$ cat src/rtl/fwd_hazard_ctrl.sv
// Forwarding and load-use hazard control for a 5-stage pipeline.
// It tracks a shadow copy of the EX/MEM/WB destination info and produces registered ALU operand selects.
module fwd_hazard_ctrl #(
  parameter int CNT_W = 16
) (
  input  logic             clk,
  input  logic             rst_n,
  input  logic [4:0]       id_rs,
  input  logic [4:0]       id_rt,
  input  logic             id_uses_rs,
  input  logic             id_uses_rt,
  input  logic [4:0]       id_rd,
  input  logic             id_valid,
  input  logic             id_reg_write,
  input  logic             id_mem_read,
  input  logic [1:0]       id_srcb_ctrl,
  input  logic             flush,
  input  logic             hold,
  output logic [1:0]       alu_srca_fwd,
  output logic [1:0]       alu_srcb_fwd,
  output logic             stall_id,
  output logic             bubble_ex,
  output logic [CNT_W-1:0] stall_count
);

  logic       ex_valid, ex_reg_write, ex_mem_read;
  logic [4:0] ex_rd;
  logic       mem_valid, mem_reg_write, mem_mem_read;
  logic [4:0] mem_rd;
  logic       wb_valid, wb_reg_write, wb_mem_read;
  logic [4:0] wb_rd;

  logic       ex_prod, mem_prod, load_use, load_ex;
  logic [1:0] next_a, next_b;

  // Register 0 is hard-wired, so a slot writing it is never a producer.
  assign ex_prod  = ex_valid & ex_reg_write & (ex_rd != 5'd0);
  assign mem_prod = mem_valid & mem_reg_write & (mem_rd != 5'd0);

  assign load_use = ex_prod & ex_mem_read & id_valid &
                    ((id_uses_rs & (id_rs == ex_rd)) | (id_uses_rt & (id_rt == ex_rd)));

  assign bubble_ex = flush | load_use;
  assign stall_id  = load_use & ~flush;
  assign load_ex   = id_valid & ~bubble_ex;

  // Selects for the instruction entering EX; a load in EX is never a MEM-stage source.
  always_comb begin
    next_a = 2'd0;
    next_b = 2'd0;
    if (load_ex) begin
      if (id_uses_rs) begin
        if (ex_prod && !ex_mem_read && (ex_rd == id_rs))
          next_a = 2'd1;
        else if (mem_prod && (mem_rd == id_rs))
          next_a = 2'd2;
      end
      if (id_uses_rt && (id_srcb_ctrl == 2'd0)) begin
        if (ex_prod && !ex_mem_read && (ex_rd == id_rt))
          next_b = 2'd1;
        else if (mem_prod && (mem_rd == id_rt))
          next_b = 2'd2;
      end
    end
  end

  always_ff @(posedge clk or negedge rst_n) begin
    if (!rst_n) begin
      ex_valid      <= 1'b0;
      ex_rd         <= 5'd0;
      ex_reg_write  <= 1'b0;
      ex_mem_read   <= 1'b0;
      mem_valid     <= 1'b0;
      mem_rd        <= 5'd0;
      mem_reg_write <= 1'b0;
      mem_mem_read  <= 1'b0;
      wb_valid      <= 1'b0;
      wb_rd         <= 5'd0;
      wb_reg_write  <= 1'b0;
      wb_mem_read   <= 1'b0;
      alu_srca_fwd  <= 2'd0;
      alu_srcb_fwd  <= 2'd0;
      stall_count   <= '0;
    end else if (!hold) begin
      wb_valid      <= mem_valid;
      wb_rd         <= mem_rd;
      wb_reg_write  <= mem_reg_write;
      wb_mem_read   <= mem_mem_read;
      mem_valid     <= ex_valid;
      mem_rd        <= ex_rd;
      mem_reg_write <= ex_reg_write;
      mem_mem_read  <= ex_mem_read;
      ex_valid      <= load_ex;
      ex_rd         <= id_rd;
      ex_reg_write  <= id_reg_write;
      ex_mem_read   <= id_mem_read;
      alu_srca_fwd  <= next_a;
      alu_srcb_fwd  <= next_b;
      if (stall_id && (stall_count != {CNT_W{1'b1}}))
        stall_count <= stall_count + 1'b1;
    end
  end

endmodule

$ cat config.mk
export PLATFORM = sky130hd
export DESIGN_NAME = fwd_hazard_ctrl
export DESIGN_NICKNAME = d
export VERILOG_FILES = /design/src/rtl/fwd_hazard_ctrl.sv
export SDC_FILE = /design/constraint.sdc
export NUM_CORES = 1
export LEC_CHECK = 0
export BUFFER_PORTS_ARGS = -buffer_cell sky130_fd_sc_hd__buf_2
export CORE_ASPECT_RATIO = 0.7
export CORE_UTILIZATION = 40
export CTS_BUF_LIST = sky130_fd_sc_hd__clkbuf_8
export CTS_CLUSTER_DIAMETER = 60
export CTS_CLUSTER_SIZE = 40
export DETAILED_ROUTE_END_ITERATION = 16
export PLACE_DENSITY = 0.73
export SETUP_SLACK_MARGIN = 0.05
export SLEW_MARGIN = 40
export SYNTH_ARGS = -nofsm -noshare
export SYNTH_HDL_FRONTEND = slang
export SYNTH_SLANG_ARGS = --single-unit
$ cat constraint.sdc
create_clock -name clk -period 5.6 [get_ports clk]
set_input_delay 0.56 -clock clk [delete_from_list [all_inputs] [get_ports clk]]
set_output_delay 0.56 -clock clk [all_outputs]
set_load 0.1 [all_outputs]
==> impl_metrics.toml, run 1 <==
[power_and_ir_drop]
power.total_w = 0.000587
leakagePower_nw = 1.09
irDropWorstVdd_v = 0.000127
powerDensity_nw_per_um2 = 260

[detailed_routing]
drtIter0Drc = 85
vias_per_cell = 5.11
drt-wirelength-per-cell_um = 14.2
drt_wl_total_um = 3920
drc = 0
drtPass1Iterations = 4
detail-route-antenna-nets = 0
num_vias = 1409

[synthesis]
ys_warn_count = 0
async_flop_share_pct = 100
yosysMostFrequentCell = "dfrtp_1"
synth_enable_flop_cells = 0
synth_common_cells = "dfrtp_1 (35), xor2_1 (25), nand2_1 (18), mux2_2 (15)"
synth_cell_types = 28
seq_area_frac_synth_pct = 46.9
synth_ff_type = "dfrtp_1"
synth_area_um2 = 1870
synthTopCellsByArea = "dfrtp_1 (47%), xor2_1 (12%), mux2_2 (9.1%)"
ys_ff_latch = 35
syn-num-nets = 198
synth_top_area_share_pct = 46.9
syn_avg_cell_area_um2 = 10.9
synth_top_cell_by_area = "dfrtp_1"
syn_inst = 171

[final_layout]
multiInputGateArea_um2 = 956
n_antenna_cell = 0
nets = 247
drive_gt1_share_pct = 35.7
nFillCells = 419
syn2layout_area_growth_pct = 21.1
regArea_um2 = 876

[critical_path]
arrival_ps = 2330
crit_type = "flip-flop to output port"
cp_data_required_time_ps = 5040
crit_path_start_kind = "flip-flop"
setup.worst_path.start = "ex_rd[1]"
end_kind = "output port"
timing.rr.start = "ex_rd[0]"
crit_fanout = 16

[floorplan]
core-area_um2 = 4400
die_h_um = 59.1
die_area_um2 = 4950
start_util_pct = 42.4
die_w_um = 83.6
rows = 20
io_pins = 48

[timing]
fin_crit_ps = 2890
setup_viol = 0
relSlewSlack_pct = 67.0
skew_ps = 6.22
hold_ws_ps = 207
drv_slew = 0
tightest_slew_ps = 495
finalCritPeriodShare_pct = 51.5
finalHoldViolCount = 0
fmax_ghz = 0.347
rsz0062_at_grt = "no"
tns_ps = 0

[placed_design]
gp_congestion = 0.866
dpl.hpwl_um = 3000
port_buffers = 47

[clock_tree]
clock-root-buffer = "clkbuf_8"
htreeDepth = 2
cts_buffers = 5
hold_buffers = 0
postCtsSetupRepairBufs = 0
ctsResizeCount = 0
cts_tree = "done"
clk_path_buf_depth = 2
path_clk_slew_ps = 80
clk_latency_ps = 290
clock-sinks = 35

[global_route]
grt_use_met1_pct = 26.4
grt_use_met2_pct = 24.0
grt-busiest-layer = "met1"
grt_max_degree = 36
grt_use_met3_pct = 5.85
grt-ovfl-total = 0
grt_pass1_wl_um = 6610
grt_usage_pct = 17.7
antenna_found_initial = 0
grt_pass1_vias = 1329

[job]
drv_cap = 0

[run_status]
outcome = "completed"

[hold_path]
worst_hold_path_type = "input pin to asynchronous set/reset pin"
## critical path: stages, from the launching register on
cell	delay, ps
dfrtp_1	440
or4_1	550
o211ai_2	220
or2_4	160
o21bai_4	230
nor2_1	110
buf_2	310
## path summary, 6_finish.rpt
check                             endpoint  slack, ps  cells past startpoint
setup / recovery                  stall_id       2710                      6
hold / removal                    ex_rd[4]        210                      1
setup reg to reg            stall_count[1]       3450                      6
hold reg to reg            alu_srcb_fwd[0]        490                      2
max in group asynchronous   stall_count[7]       5070                      1
min in group clk           alu_srcb_fwd[0]        490                      2
## layout make-up
type	instances	area share, %
clock buffers	5	3.05
clock inverters	3	2.11
inverters	1	0.166
multi-input cells	130	42.3
flip-flops and latches	35	38.8
well taps	55	3.05
repair buffers	47	10.5
## sequential cells by signal, indices dropped and copies added (netlist names)
signal,cells
stall_count,16
ex_valid,1
alu_srcb_fwd,2
ex_reg_write,1
alu_srca_fwd,2
mem_reg_write,1
ex_mem_read,1
mem_valid,1
ex_rd,5
mem_rd,5
## kinds of logic (layout without fill, tap and decap cells)
kind of cell	after synthesis	count (layout)	synth area share (%)
AOI/OAI and AO/OA	8	8	4.09
xor gates and xnor gates	35	35	16.4
adders and majority gates	1	1	0.671
buffers and inverters	6	56	1.81
DFF	35	35	46.9
muxes	15	15	9.05
and+or+nand+nor	71	71	21.0
## layer usage
metal	vias to the layer above	part of all wire (%)
li1	707	-
met1	657	53
met2	40	41
met3	5	5.2
met4	0	1.4
met5	-	0
## per-stage QoR
| stage | utilization [%] | setup slack [ps] | cell area (um^2) | cells |
|---|---|---|---|---|
| 2_1_floorplan | - | 2400 | 1870 | 171 |
| 3_3_place_gp | 48.6 | 2960 | 2140 | 268 |
| 3_5_place_dp | 48.6 | 2950 | 2140 | 268 |
| 4_1_cts | 51.2 | 2710 | 2260 | 276 |
| 5_1_grt | 51.3 | 2580 | 2260 | 276 |
| 6_report | 51.3 | 2710 | 2260 | 276 |
## report_power, final
part           switching [W]  internal (W)  leakage, nW
clock network      0.0000981      0.000135       0.0587
logic              0.0000348     0.0000348        0.578
registers          0.0000183      0.000266        0.458
total               0.000151      0.000435         1.09
## placed cells by master (no fill, tap or decap), drive strengths merged, types with 3 or more instances in the layout
cell / count
or4: 3
nand2: 18
nand4: 7
nor3: 12
buf: 47
xnor2: 10
mux2: 15
nor2: 10
nand3: 7
xor2: 25
nor4: 6
clkbuf: 5
dfrtp: 35
(Power assumes the default switching activity.)
==> run 2, diff against run 1 <==
ABC_AREA = 1   (was default)
PLACE_DENSITY = 0.74   (was 0.73)
clock period = 2.55 ns   (was 5.6 ns; I/O delays follow)
==> run 2 against run 1 <==
Against the previous run: the run now ends with design-rule violations left; core utilization is 2.3 points lower; critical endpoint is now bubble_ex; largest power group unchanged; setup slack worse by 2500 ps; final cell count is 55% higher; register-to-register slack worse by 2800 ps; global-route usage is 1.3 points higher; non-clock buffer count is 2 higher; clock power is 72% higher.
==> impl_metrics.toml, run 2 <==
[clock_tree]
postCtsSetupRepairBufs = 0
cts_buffers = 5
ctsResizeCount = 0
clk_latency_ps = 280
clock-root-buffer = "clkbuf_8"
path_clk_slew_ps = 70
clk_path_buf_depth = 2
cts_tree = "done"
hold_buffers = 0
clock-sinks = 35
htreeDepth = 2

[detailed_routing]
drc = 1
drt-wirelength-per-cell_um = 11.9
drt_wl_total_um = 5090
drtIter0Drc = 145
detail-route-antenna-nets = 0
vias_per_cell = 4.86
num_vias = 2075
drtPass1Iterations = 11

[power_and_ir_drop]
powerDensity_nw_per_um2 = 459
leakagePower_nw = 1.42
irDropWorstVdd_v = 0.000176
power.total_w = 0.00118

[timing]
rsz0062_at_grt = "no"
finalHoldViolCount = 0
tns_ps = 0
skew_ps = 5.10
drv_slew = 0
fin_crit_ps = 2300
finalCritPeriodShare_pct = 90.2
setup_viol = 0
tightest_slew_ps = 552
relSlewSlack_pct = 63.2
fmax_ghz = 0.435

[synthesis]
yosysMostFrequentCell = "nand2_1"
seq_area_frac_synth_pct = 40.4
syn_avg_cell_area_um2 = 7.11
syn_inst = 305
ys_warn_count = 0
ys_ff_latch = 35
synth_common_cells = "nand2_1 (88), inv_1 (52), dfrtp_1 (35), nand3_1 (27), nor2_1 (19)"
async_flop_share_pct = 100
syn-num-nets = 332
synth_ff_type = "dfrtp_1"
synth_cell_types = 27
synth_area_um2 = 2170
synth_top_area_share_pct = 40.4
synth_enable_flop_cells = 0
synth_top_cell_by_area = "dfrtp_1"
synthTopCellsByArea = "dfrtp_1 (40%), nand2_1 (15%), inv_1 (9.0%)"

[floorplan]
rows = 22
start_util_pct = 41.5
core-area_um2 = 5230
die_w_um = 90.0
die_h_um = 63.6
io_pins = 48
die_area_um2 = 5730

[final_layout]
stdcell_area_um2 = 2560
final_cell_mix = "nand2_1 (88), inv_1 (52), buf_2 (46)"
reg.largest.list = "stall_count x16, ex_rd x5, mem_rd x5"
nets = 382
final_cells = 427
drive_gt1_share_pct = 20.0
syn2layout_area_growth_pct = 18.2
largest_register_ffs = 16
n_antenna_cell = 0
regMostFlops = "stall_count"
mostFrequentLayoutCell = "nand2_1"

[global_route]
grt_pass1_wl_um = 8640
grt_pass1_vias = 1942
grt_usage_pct = 19.0
antenna_found_initial = 0
grt-ovfl-total = 0
grt_max_degree = 36

[placed_design]
dp_cells = 419
port_buffers = 47
dpl.hpwl_um = 3840
gp_congestion = 0.914
place_area_um2 = 2460

[critical_path]
crit_path_start_kind = "flip-flop"
crit_fanout = 6
path_cells = "nor2_1 > nand4_1 > nand3_1 > nor2_4 > a21oi_1 > inv_1 > buf_2"
cp_data_required_time_ps = 2300
rr_worst_depth = 10
max_stage_delay_ps = 430
arrival_ps = 2050
slowest_stage = "dfrtp_1"
end_kind = "output port"
crit_type = "flip-flop to output port"

[hold_path]
worst_hold_path_type = "input pin to flip-flop"
holdPathStages = 3

[job]
drv_cap = 0

[run_status]
violations = "design-rule violations"
outcome = "finished, violations left"
[run 2: changes by cell type after synthesis, moves of 13 or more]
cell	delta
inv_1	+51
o21ai_0	+13
xor2_1	-20
nand2_1	+70
o21bai_1	+16
mux2_2	-15
nand3_1	+20
[run 2: stage by stage]
stage	hold slack [ps]	utilization [%]	setup slack (ps)
final	176	49.0	250
after global placement	385	47.1	583
after detailed placement	388	47.1	528
after floorplan	-40.6	-	161
after global routing	183	49.0	74.2
after CTS	74.0	48.8	220
[run 2: cells by family (layout without fill, tap and decap cells)]
family / Yosys count / in the layout / synth area share, %
AOI/OAI and AO/OA: 34 / 34 / 9.69
and+or+nand+nor: 163 / 163 / 34.3
DFF: 35 / 35 / 40.4
xor gates and xnor gates: 8 / 8 / 3.23
adders and majority gates: 1 / 1 / 0.577
buffers and inverters: 64 / 114 / 11.8
[run 2: path summary, 6_finish.rpt]
kind / to / from / slack [ps]
max: bubble_ex / ex_rd[0] / 250
min: ex_mem_read / id_mem_read / 180
max reg2reg: stall_count[8] / stall_count[0] / 630
min reg2reg: alu_srcb_fwd[0] / alu_srcb_fwd[0] / 490
max in group asynchronous: ex_mem_read / rst_n / 1770
min in group asynchronous: stall_count[11] / rst_n / 460
[run 2: power by group]
group / internal [W] / switching [W] / total (W)
combinational: 0.0000604 / 0.000112 / 0.000172
sequential: 0.000579 / 0.0000261 / 0.000605
clock: 0.000212 / 0.000189 / 0.000401
total: 0.000851 / 0.000327 / 0.00118
[run 2: cell type report]
type / instances / area, um^2
Clock buffer: 6 / 82.6
Clock inverter: 1 / 5.00
Fill cell: 542 / 2670
Inverter: 58 / 218
Multi-Input combinational cell: 206 / 1040
Sequential cell: 35 / 876
Tap cell: 72 / 90.1
Timing Repair Buffer: 49 / 255
[run 2: routing by layer]
metal  track usage, %  wire length (um)  up-vias
li1                 -                 -     1053
met1             25.6              2480      959
met2             30.9              2290       57
met3             4.47               278        6
met4             4.64                39        0
met5                0                 0        -
[run 2: worst max-delay path: cells and delay by family (launching register included)]
kind                   cells  cell delay (ps)
AND/OR/NAND/NOR            4              570
buffers and inverters      2              410
flip-flops                 1              430
AO/OA/AOI/OAI              1              360
